===== src/rtl/cdb_arbiter.sv =====
// cdb_arbiter: per-FU result FIFOs drained round-robin onto a registered common data bus
// Ports: clk/rst/flush control; fu_done/fu_result/fu_tag/fu_robid per-FU results in (flattened, FU i at slice i);
//        fus_busy per-FU FIFO full; cdbval/cdbid/cdbrobid/cdbtransmit broadcast; overflow sticky drop flag
module cdb_arbiter #(
    parameter int FU_COUNT  = 8,
    parameter int BUF_DEPTH = 2
) (
    input  logic                  clk,
    input  logic                  rst,
    input  logic                  flush,
    input  logic [FU_COUNT-1:0]   fu_done,
    input  logic [FU_COUNT*8-1:0] fu_result,
    input  logic [FU_COUNT*4-1:0] fu_tag,
    input  logic [FU_COUNT*8-1:0] fu_robid,
    output logic [FU_COUNT-1:0]   fus_busy,
    output logic [7:0]            cdbval,
    output logic [3:0]            cdbid,
    output logic [7:0]            cdbrobid,
    output logic                  cdbtransmit,
    output logic                  overflow
);
    localparam int RW = FU_COUNT > 1 ? $clog2(FU_COUNT) : 1;
    localparam int CW = $clog2(BUF_DEPTH + 1);
    localparam logic [CW-1:0] FULL = CW'(BUF_DEPTH);

    logic [19:0]         mem_q [FU_COUNT][BUF_DEPTH];
    logic [CW-1:0]       cnt_q [FU_COUNT];
    logic [CW-1:0]       cnt_d [FU_COUNT];
    logic [RW-1:0]       rr_q, rr_d, win;
    logic                win_vld;
    logic [FU_COUNT-1:0] push, pop;
    logic [7:0]          cdbval_q, cdbrobid_q;
    logic [3:0]          cdbid_q;
    logic                cdbtransmit_q, overflow_q;

    function automatic logic [RW-1:0] wrap_add(logic [RW-1:0] a, int k);
        int s = int'(a) + k;
        return RW'(s >= FU_COUNT ? s - FU_COUNT : s);
    endfunction

    always_comb begin
        win_vld = 1'b0;
        win     = '0;
        // descending scan so the lowest offset from rr_q is assigned last and wins
        for (int k = FU_COUNT - 1; k >= 0; k--)
            if (cnt_q[wrap_add(rr_q, k)] != '0) begin
                win_vld = 1'b1;
                win     = wrap_add(rr_q, k);
            end
        rr_d = (win_vld && !flush) ? wrap_add(win, 1) : rr_q;
        for (int i = 0; i < FU_COUNT; i++) begin
            fus_busy[i] = cnt_q[i] == FULL;
            push[i]     = fu_done[i] && !fus_busy[i] && !flush;
            pop[i]      = win_vld && win == RW'(i) && !flush;
            cnt_d[i]    = flush ? '0 : cnt_q[i] + CW'(push[i]) - CW'(pop[i]);
        end
    end

    always_ff @(posedge clk) begin
        if (rst) begin
            rr_q          <= '0;
            cdbval_q      <= '0;
            cdbid_q       <= '0;
            cdbrobid_q    <= '0;
            cdbtransmit_q <= 1'b0;
            overflow_q    <= 1'b0;
            for (int i = 0; i < FU_COUNT; i++) cnt_q[i] <= '0;
        end else begin
            rr_q          <= rr_d;
            cdbtransmit_q <= win_vld && !flush;
            overflow_q    <= overflow_q | (!flush && |(fu_done & fus_busy));
            if (win_vld && !flush) {cdbval_q, cdbid_q, cdbrobid_q} <= mem_q[win][0];
            for (int i = 0; i < FU_COUNT; i++) begin
                cnt_q[i] <= cnt_d[i];
                // head lives at slot 0; a pop shifts the queue down, a push lands just past the post-pop tail
                for (int j = 0; j < BUF_DEPTH; j++) begin
                    if (pop[i] && j < BUF_DEPTH - 1) mem_q[i][j] <= mem_q[i][(j + 1) % BUF_DEPTH];
                    if (push[i] && CW'(j) == cnt_q[i] - CW'(pop[i]))
                        mem_q[i][j] <= {fu_result[i*8 +: 8], fu_tag[i*4 +: 4], fu_robid[i*8 +: 8]};
                end
            end
        end
    end

    assign cdbval      = cdbval_q;
    assign cdbid       = cdbid_q;
    assign cdbrobid    = cdbrobid_q;
    assign cdbtransmit = cdbtransmit_q;
    assign overflow    = overflow_q;
endmodule


===== config.mk =====
export PLATFORM = sky130hd
export DESIGN_NAME = cdb_arbiter
export DESIGN_NICKNAME = d
export VERILOG_FILES = /design/src/rtl/cdb_arbiter.sv
export SDC_FILE = /design/constraint.sdc
export NUM_CORES = 1
export LEC_CHECK = 0
export BUFFER_PORTS_ARGS = -buffer_cell sky130_fd_sc_hd__clkbuf_2
export CORE_MARGIN = 2
export CORE_UTILIZATION = 58
export CTS_CLUSTER_SIZE = 14
export DETAILED_ROUTE_END_ITERATION = 10
export PLACE_DENSITY = 0.76
export SLEW_MARGIN = 20
export SYNTH_ARGS = -nofsm -noshare
export SYNTH_HDL_FRONTEND = slang
export SYNTH_SLANG_ARGS = --single-unit

===== constraint.sdc =====
create_clock -name clk -period 13.24 [get_ports clk]
set_input_delay 1.324 -clock clk [delete_from_list [all_inputs] [get_ports clk]]
set_output_delay 1.324 -clock clk [all_outputs]
set_load 0.05 [all_outputs]

==> reports/qor.yml, run 1 <==
timing:
  totalNegativeSetupSlack_ns: 0
  min_period_over_period_pct: 51.2
  tightest_slew_ns: 1.09
  final.setup.worst_slack_ns: 6.46
  fmaxAchievable_ghz: 0.148
  setup_viol: 0
  rsz0062_at_grt: "false"
  drv_slew: 0
  finalHoldViolCount: 0
  max-slew-margin-rel_pct: 27.6
  clock_skew_ns: 0.0126
  fin_crit_ns: 6.78
place:
  portBuffers: 200
  postPlaceCellArea_um2: 17200
  placedCellCount: 1481
  dp_worst_setup_slack_ns: 6.33
  dp_hpwl_um: 25200
  place.gp.congestion: 0.849
layout:
  nets: 1364
  drive_above_1_share_pct: 35.5
  fin_cells: 1554
  fillers: 1836
  final_area_um2: 18300
  syn_to_final_growth_pct: 15.7
logic_synthesis:
  synth.most_common_cell: "edfxtp_1"
  syn_avg_cell_area_um2: 16.2
  netlist_instances: 977
  syn_area_um2: 15800
  yosys-top-cells-area: "edfxtp_1, mux2_2, dfxtp_1"
  yosys-top-cells-count: "edfxtp_1, mux2_2, mux2_1"
  synthArstFlopShare_pct: 0
  syn_nets: 1160
  yosysUniqueCellTypes: 59
  synth-main-ff-cell: "edfxtp_1"
  synth_top_area_share_pct: 60.7
  synth_area_leader_cell: "edfxtp_1"
  yosys_warnings: 0
  seq_area_frac_synth_pct: 66.3
  ys_seq_elements: 364
  synth_edf_count: 320
clocking:
  cts_tree: "yes"
  cts_buffers: 38
  ctsHoldBuffers: 0
  cts_sinks: 364
  cts_buffer_depth: 3
  clkSlewWorstSetupHoldPaths_ns: 0.06
  clockRootBuffer: "clkbuf_16"
  htreeDepth: 2
  clkLatencyLatePin_ns: 0.52
  cts_resized: 0
  post_cts_buffers: 0
power:
  pwr-share-comb_pct: 45.1
  worst_ir_drop_vdd_v: 0.000240
  power_switching_mw: 1.83
  power.density_nw_per_um2: 259
  p_leak_nw: 7.00
  total_power_mw: 4.75
  p_int_mw: 2.92
  seqPwrFrac_pct: 34.3
  swShare_pct: 38.5
  clkPwrFrac_pct: 20.6
setup_path:
  timing.rr.start: "rr_q[0]$_SDFFE_PP0P_"
  slowest_delay_ns: 0.97
  crit_start: "rr_q[0]$_SDFFE_PP0P_"
  path_cells: "inv_1 -> ha_1 -> nor4bb_1 -> or4_1 -> nand2b_1 -> and2_1 -> a31oi_1 -> mux2i_4 -> nor2_1 -> ha_1 -> nand2_1 -> xor2_1 -> and2_1 -> o21bai_2"
  worst-endpoint-required_ns: 13.38
  crit_slowest_cell: "dfxtp_1"
  r2r_end: "mem_q[7][26]$_DFFE_PP_"
  critPathBufInv: 1
  crit_arrival_ns: 6.92
  critical_path_peak_fanout: 29
  cp-start-kind: "register"
  crit_cells: 14
  endpoint: "mem_q[7][26]$_DFFE_PP_"
  crit_family: "simple AND/OR/NAND/NOR gates"
  r2r_slack_ns: 6.46
  worstSetupPathType: "reg2reg"
  rr_worst_depth: 14
  cp-end-kind: "register"
floorplan:
  ioPinCount: 201
  initial_core_util_pct: 58.9
  die_h_um: 169
  fp.dieArea_um2: 28600
  num_rows: 60
  die_w_um: 169
  core_um2: 26900
detailed_routing:
  drc_errors: 0
  dr.pass1.iters: 5
  drtIter0Drc: 831
  ant_nets: 0
  viasPerCell: 6.08
  avgRoutedWirePerCell_um: 23.2
  vias: 9449
  routed_wl_um: 36100
global_route:
  gr-total-overflow: 0
  antenna_found_initial: 8
  grt_pass1_wl_um: 53900
  grt.total_usage_pct: 25.1
  grt_max_degree: 52
  grt_pass1_vias: 9245
run:
  cap_violations: 0
status:
  status: "finished clean"
hold_path:
  min_path_type: "reg2reg"
## metrics by stage
stage	utilization (%)	hold WS, ns
2_1_floorplan	-	0.508
3_3_place_gp	63.9	0.453
3_5_place_dp	63.9	0.470
4_1_cts	68.1	0.485
5_1_grt	68.2	0.525
6_report	68.2	0.489
## state kept, by name (all words and copies together) (netlist names), named ones only
signal and flops:
cdbtransmit 1, rr_q 3, cdbrobid 8, cdbid 4
overflow 1, cdbval 8, mem_q 320, cnt_q 16
## layer usage
layer | track usage [%] | vias up | share of wire (%)
li1 | - | 4232 | -
met1 | 37.1 | 4688 | 44
met2 | 37.4 | 441 | 44
met3 | 6.27 | 78 | 9.2
met4 | 7.17 | 10 | 2.6
met5 | 0 | - | 0.20
## cell usage in the layout, fill, tap and decap left out, drive strengths merged, types with 3 or more instances in the layout
master,count
or3,6
dfxtp,44
edfxtp,320
and2,13
o21ai,12
buf,16
nor2b,11
or2,7
mux4,29
o211a,4
o211ai,3
nand3,19
nor3b,14
nand2b,4
inv,12
a31oi,5
mux2,166
mux2i,43
nor3,10
clkinv,12
a21oi,18
a22oi,5
a311oi,3
diode,3
xnor2,12
nand2,39
and3,3
clkbuf,253
xor2,8
nor2,40
o221ai,20
a21o,23
ha,12
## kinds of logic after synthesis
kind of cell | synth area share [%]
AO/OA/AOI/OAI | 4.76
XOR/XNOR | 1.11
adder cells (fa/ha/maj) | 0.948
buffers and inverters | 1.90
flip-flops | 66.3
multiplexers | 19.2
AND/OR/NAND/NOR | 5.86
## worst min-delay path, delay by kind of cell (launching register included)
| kind | cells | cell delay, ns |
|---|---|---|
| compound gates | 1 | 0.05 |
| flops | 1 | 0.34 |
| simple gates | 1 | 0.07 |
## layout make-up
cell class | instances | area (um^2) | area share (%)
Antenna cell | 3 | 7.51 | 0.0410
Clock buffer | 53 | 1040 | 5.67
Clock inverter | 16 | 92.6 | 0.505
Inverter | 10 | 37.5 | 0.205
Multi-Input combinational cell | 551 | 5110 | 27.9
Sequential cell | 364 | 10500 | 57.2
Tap cell | 341 | 427 | 2.33
Timing Repair Buffer | 216 | 1120 | 6.14
## power groups by stage
stage | clock network, mW | registers, mW | logic (mW)
after CTS | 0.987 | 1.63 | 2.14
final | 0.978 | 1.63 | 2.14
after global routing | 1.03 | 1.65 | 2.29
after global placement | 0 | 1.64 | 2.11
after floorplan | 0 | 1.66 | 1.51
after detailed placement | 0 | 1.65 | 2.12
## how the worst min path moves through the flow
stage | startpoint | depth (start not counted) | end
2_1_floorplan | mem_q[0][3]$_DFFE_PP_ | 1 | mem_q[0][23]$_DFFE_PP_
3_3_place_gp | overflow$_SDFF_PP0_ | 2 | overflow$_SDFF_PP0_
3_5_place_dp | overflow$_SDFF_PP0_ | 2 | overflow$_SDFF_PP0_
4_1_cts | overflow$_SDFF_PP0_ | 2 | overflow$_SDFF_PP0_
5_1_grt | overflow$_SDFF_PP0_ | 2 | overflow$_SDFF_PP0_
6_report | overflow$_SDFF_PP0_ | 2 | overflow$_SDFF_PP0_
(Power assumes the default switching activity.)
==> inputs of run 2 (changes only) <==
Settings changed: CORE_UTILIZATION 58 to 52, PLACE_DENSITY 0.76 to 0.72.
Clock period 13.24 ns to 6.22 ns, I/O delays scaled along.
==> run 2 against run 1 <==
  * Cell count up 4.0%
  * Critical path depth up 1
  * Maximum frequency up 43%
  * Highest routed layer unchanged
  * Total power up 120%
  * Die area up 11%
==> reports/qor.yml, run 2 (synthesis results as in run 1) <==
status:
  status: "finished clean"
clocking:
  cts_resized: 0
  clkLatencyLatePin_ns: 0.51
  htreeDepth: 2
  clkSlewWorstSetupHoldPaths_ns: 0.06
  cts_buffer_depth: 3
  cts_sinks: 364
  post_cts_buffers: 0
  ctsHoldBuffers: 0
  cts_tree: "yes"
  clockRootBuffer: "clkbuf_16"
  cts_buffers: 38
global_route:
  grt_pass1_wl_um: 56400
  gr-total-overflow: 0
  grt.total_usage_pct: 23.9
  antenna_found_initial: 2
  grt_max_degree: 40
  grt_pass1_vias: 9388
floorplan:
  ioPinCount: 201
  fp.dieArea_um2: 31900
  core_um2: 29800
  die_w_um: 179
  die_h_um: 179
  initial_core_util_pct: 53.1
  num_rows: 63
timing:
  fmaxAchievable_ghz: 0.211
  setup_viol: 0
  rsz0062_at_grt: "false"
  max-slew-margin-rel_pct: 23.9
  totalNegativeSetupSlack_ns: 0
  finalHoldViolCount: 0
  drv_slew: 0
  final.setup.worst_slack_ns: 1.47
  min_period_over_period_pct: 76.4
  fin_crit_ns: 4.75
  clock_skew_ns: 0.0169
  tightest_slew_ns: 1.14
setup_path:
  crit_slowest_cell: "or4_1"
  worstSetupPathType: "reg2reg"
  crit_arrival_ns: 5.01
  worst-endpoint-required_ns: 6.48
  cp-start-kind: "register"
  cp-end-kind: "register"
  slowest_delay_ns: 0.69
  path_cells: "inv_1 -> ha_1 -> nor4bb_1 -> or4_1 -> nand2b_1 -> and2_1 -> a31oi_1 -> mux2i_4 -> nor2_1 -> ha_1 -> nand2_1 -> xor2_1 -> and2_1 -> buf_4 -> mux2_2"
  critical_path_peak_fanout: 20
power:
  p_leak_nw: 7.12
  worst_ir_drop_vdd_v: 0.000617
  power.density_nw_per_um2: 558
  total_power_mw: 10.4
detailed_routing:
  avgRoutedWirePerCell_um: 23.5
  drtIter0Drc: 932
  viasPerCell: 5.80
  routed_wl_um: 37900
  ant_nets: 0
  drc_errors: 0
  dr.pass1.iters: 5
  vias: 9376
layout:
  fin_cells: 1616
  largest-register: "mem_q"
  fin_util_pct: 62.4
  largest_reg_flops: 320
  antenna_cells: 0
  reg.largest.list: "mem_q: 320 flops, cnt_q: 16 flops"
  final_common_cell: "edfxtp_1"
  syn_to_final_growth_pct: 17.5
  fillers: 2204
  final_cell_mix: "edfxtp_1, clkbuf_2, mux2_2"
  drive_above_1_share_pct: 36.7
  nets: 1380
run:
  cap_violations: 0
hold_path:
  min_path_type: "in2reg"
place:
  place.gp.congestion: 0.917
  placedCellCount: 1547
  dp_worst_setup_slack_ns: 1.50
  portBuffers: 200
  dp_hpwl_um: 26600
## run 2: worst paths after layout
kind                                            from                endpoint  slack [ns]  cells after the start
worst max register to register  rr_q[1]$_SDFFE_PP0P_  mem_q[7][26]$_DFFE_PP_        1.47                     15
worst min register to register   overflow$_SDFF_PP0_     overflow$_SDFF_PP0_        0.50                      2
worst max-delay path            rr_q[1]$_SDFFE_PP0P_  mem_q[7][26]$_DFFE_PP_        1.47                     15
worst min-delay path                    fu_robid[35]   mem_q[4][3]$_DFFE_PP_        0.30                      1
## run 2: per-stage QoR
stage	cell area [um^2]	hold slack, ns
after detailed placement	17400	0.485
after CTS	18600	0.285
after floorplan	15800	0.508
after global routing	18600	0.284
after global placement	17400	0.456
final	18600	0.298
## run 2: final cells by class
class / count / area [um^2] / area share [%]
clock buffers: 57 / 1090 / 5.88
inverters: 10 / 37.5 / 0.202
multi-input cells: 551 / 5120 / 27.5
well taps: 390 / 488 / 2.62
clock inverters: 12 / 95.1 / 0.511
repair buffers: 232 / 1280 / 6.87
flip-flops and latches: 364 / 10500 / 56.4
## run 2: power breakdown
part           internal [mW]  total [mW]  leakage [nW]  switching [mW]
clock                   1.26        2.16         0.579           0.901
combinational           1.92        4.79          3.27            2.88
sequential              3.23        3.43          3.27           0.197
total                   6.41        10.4          7.12            3.98
## run 2: worst max-delay path: cells and delay by family (launching register included)
kind | cells | cell delay, ns
adder cells (fa/ha/maj) | 2 | 0.61
buffers and inverters | 2 | 0.40
AO/OA/AOI/OAI | 1 | 0.37
flip-flops | 1 | 0.32
AND/OR/NAND/NOR | 7 | 1.79
multiplexers | 2 | 0.77
XOR/XNOR | 1 | 0.20
## run 2: per-layer routing
metal	vias up	wire length, um	share of wire, %	track usage [%]
met3	48	2820	7.4	4.52
met4	4	585	1.5	5.08
met5	-	28	0.074	0
li1	4249	-	-	-
met2	344	17100	45	36.2
met1	4731	17400	46	36.1
==> inputs of run 3 (changes only) <==
Settings changed: ABC_AREA from default to 1, CORE_UTILIZATION 52 to 58, PLACE_DENSITY 0.72 to 0.76.
Clock period 6.22 ns to 4.6 ns, I/O delays scaled along.
==> run 3 against run 2 <==
  * Worst setup slack lost 1.0 ns
  * Critical path type unchanged
  * Sequential share of layout area shrank 2.0 points
  * First-iteration DRC count grew 65%
  * Synthesized cell count grew 78%
  * Maximum frequency grew 15%
  * Critical path depth grew 12
  * Via count grew 38%
  * Cell area grew 3.7%
  * Worst hold slack lost 0.17 ns
  * Clock-buffer cell count shrank 1
  * Wire length grew 12%
==> reports/qor.yml, run 3 <==
status:
  status: "finished clean"
timing:
  hold_ws_ns: 0.124
  clock_skew_ns: 0.0197
  final.setup.worst_slack_ns: 0.465
  fmaxAchievable_ghz: 0.242
  min_period_over_period_pct: 89.9
  rsz0062_at_grt: "false"
  drv_slew: 0
  max-slew-margin-rel_pct: 53.7
  fin_crit_ns: 4.13
  finalHoldViolCount: 0
  setup_viol: 0
  totalNegativeSetupSlack_ns: 0
  tightest_slew_ns: 0.693
global_route:
  grt.total_usage_pct: 28.1
  grt_pass1_vias: 12129
  grt_max_degree: 61
  grt_pass1_wl_um: 66000
  gr-total-overflow: 0
  antenna_found_initial: 3
clocking:
  cts_buffer_depth: 3
  ctsHoldBuffers: 0
  cts_tree: "yes"
  clockRootBuffer: "clkbuf_16"
  cts_buffers: 38
  post_cts_buffers: 0
  htreeDepth: 2
  clkLatencyLatePin_ns: 0.53
  cts_resized: 0
  cts_sinks: 364
  clkSlewWorstSetupHoldPaths_ns: 0.07
layout:
  drive_above_1_share_pct: 18.1
  final_cell_mix: "nand2_1, edfxtp_1, clkbuf_2"
  fillers: 2148
  reg.largest.list: "mem_q: 320 flops, cnt_q: 16 flops"
  nets: 2128
  final_common_cell: "nand2_1"
  largest-register: "mem_q"
  largest_reg_flops: 320
  syn_to_final_growth_pct: 16.1
hold_path:
  min_path_type: "in2reg"
  hp-start: "fu_result[62]"
  min_to: "mem_q[7][18]$_DFFE_PP_"
  holdPathStages: 1
detailed_routing:
  drt-met1-wl_um: 18000
  viasPerCell: 5.48
  drc_errors: 0
  dr.pass1.iters: 6
  ant_nets: 0
  avgRoutedWirePerCell_um: 18.1
  wl_met2_um: 19700
  drtIter0Drc: 1534
  vias: 12901
  top_layer: "met4"
  met3_length_um: 3650
  routed_wl_um: 42500
setup_path:
  cp-end-kind: "register"
  critical_path_peak_fanout: 21
  worst-endpoint-required_ns: 4.80
  crit_arrival_ns: 4.33
  timing.rr.start: "rr_q[1]$_SDFFE_PP0P_"
  worstSetupPathType: "reg2reg"
  rr_worst_depth: 27
  r2r_slack_ns: 0.47
  r2r_end: "mem_q[7][28]$_DFFE_PP_"
  cp-start-kind: "register"
floorplan:
  ioPinCount: 201
  die_w_um: 173
  core_um2: 28000
  die_h_um: 173
  fp.dieArea_um2: 30000
  num_rows: 61
  initial_core_util_pct: 59.3
place:
  dp_worst_setup_slack_ns: 0.516
  place.gp.congestion: 0.971
  dp_hpwl_um: 30000
  portBuffers: 200
logic_synthesis:
  synth_edf_count: 320
  synth.most_common_cell: "nand2_1"
  syn_avg_cell_area_um2: 9.57
  yosys-top-cells-area: "edfxtp_1, nand2_1, dfxtp_1"
  seq_area_frac_synth_pct: 63.1
  syn_area_um2: 16600
  yosys-top-cells-count: "nand2_1, edfxtp_1, inv_1"
  synth_area_leader_cell: "edfxtp_1"
  synthArstFlopShare_pct: 0
  ys_seq_elements: 364
  synth_top_area_share_pct: 57.8
  synth-main-ff-cell: "edfxtp_1"
  netlist_instances: 1737
  yosys_warnings: 0
  syn_nets: 1920
  yosysUniqueCellTypes: 43
run:
  cap_violations: 0
[run 3: changes by cell type after synthesis, moves of 34 or more]
cell,previous run,this run
mux2_2,93,20
nand3_1,19,120
mux2i_1,43,0
nand2_1,39,738
mux2_1,51,0
nand4_1,2,44
inv_1,9,126
o21ai_0,9,43
[run 3: critical path, cell delays in order (launching register included)]
cell and delay (ns):
dfxtp_1 0.35, inv_2 0.09, ha_1 0.42, inv_1 0.24, nand3_1 0.10, nand2_1 0.09
nand2_1 0.09, inv_2 0.07, nand2_1 0.06, o21ai_2 0.10, inv_1 0.08, a21oi_1 0.12
nand2_1 0.06, nand2_1 0.06, nand2_1 0.05, nand2_1 0.08, nand2_2 0.12, nand2_4 0.10
nand2_2 0.08, inv_1 0.07, ha_1 0.17, nand3b_2 0.12, xor2_1 0.22, nand2_1 0.13
nor2_2 0.13, inv_2 0.17, o21ai_1 0.12, buf_4 0.30
[run 3: logic make-up after synthesis]
kind of cell    Yosys count  share of synthesized area, %
buf+inv                 219                          5.59
fa+ha+maj                12                         0.903
xor+xnor                  5                         0.264
flops                   364                          63.1
mux                      20                          1.36
simple gates            997                          24.9
compound gates          120                          3.86
[run 3: final cells by class]
class	count	area (um^2)	share of cell area, %
diodes	3	7.51	0.0389
clock buffers	56	1090	5.65
clock inverters	11	78.8	0.409
inverters	137	517	2.68
multi-input cells	1154	5230	27.1
flip-flops and latches	364	10500	54.4
well taps	378	473	2.45
repair buffers	250	1400	7.27
[run 3: how the worst max path moves through the flow]
stage	start	endpoint	slack (ns)	cells after the start
2_1_floorplan	rr_q[0]$_SDFFE_PP0P_	mem_q[3][0]$_DFFE_PP_	0.15	25
6_report	rr_q[1]$_SDFFE_PP0P_	mem_q[7][28]$_DFFE_PP_	0.47	27
5_1_grt	rr_q[1]$_SDFFE_PP0P_	mem_q[7][35]$_DFFE_PP_	0.04	23
3_3_place_gp	rr_q[1]$_SDFFE_PP0P_	mem_q[7][27]$_DFFE_PP_	0.59	27
4_1_cts	rr_q[1]$_SDFFE_PP0P_	mem_q[7][35]$_DFFE_PP_	0.50	27
3_5_place_dp	rr_q[1]$_SDFFE_PP0P_	mem_q[7][28]$_DFFE_PP_	0.52	27
[run 3: metal layers]
metal / vias up / global-route usage, %
met5: - / 0
met4: 0 / 8.86
met3: 78 / 4.58
met2: 629 / 44.0
met1: 6008 / 40.7
li1: 6186 / -
[run 3: metrics by stage]
stage,cell area (um^2),cells,util (%)
3_5_place_dp,18100,2283,64.7
5_1_grt,19300,2353,68.9
2_1_floorplan,16600,1737,-
4_1_cts,19300,2350,68.8
3_3_place_gp,18100,2283,64.7
6_report,19300,2353,68.9
Power of run 3 is left out: the tool's default activity adds up to more than one toggle a clock period on the data nets, which glitch-free logic cannot reach.
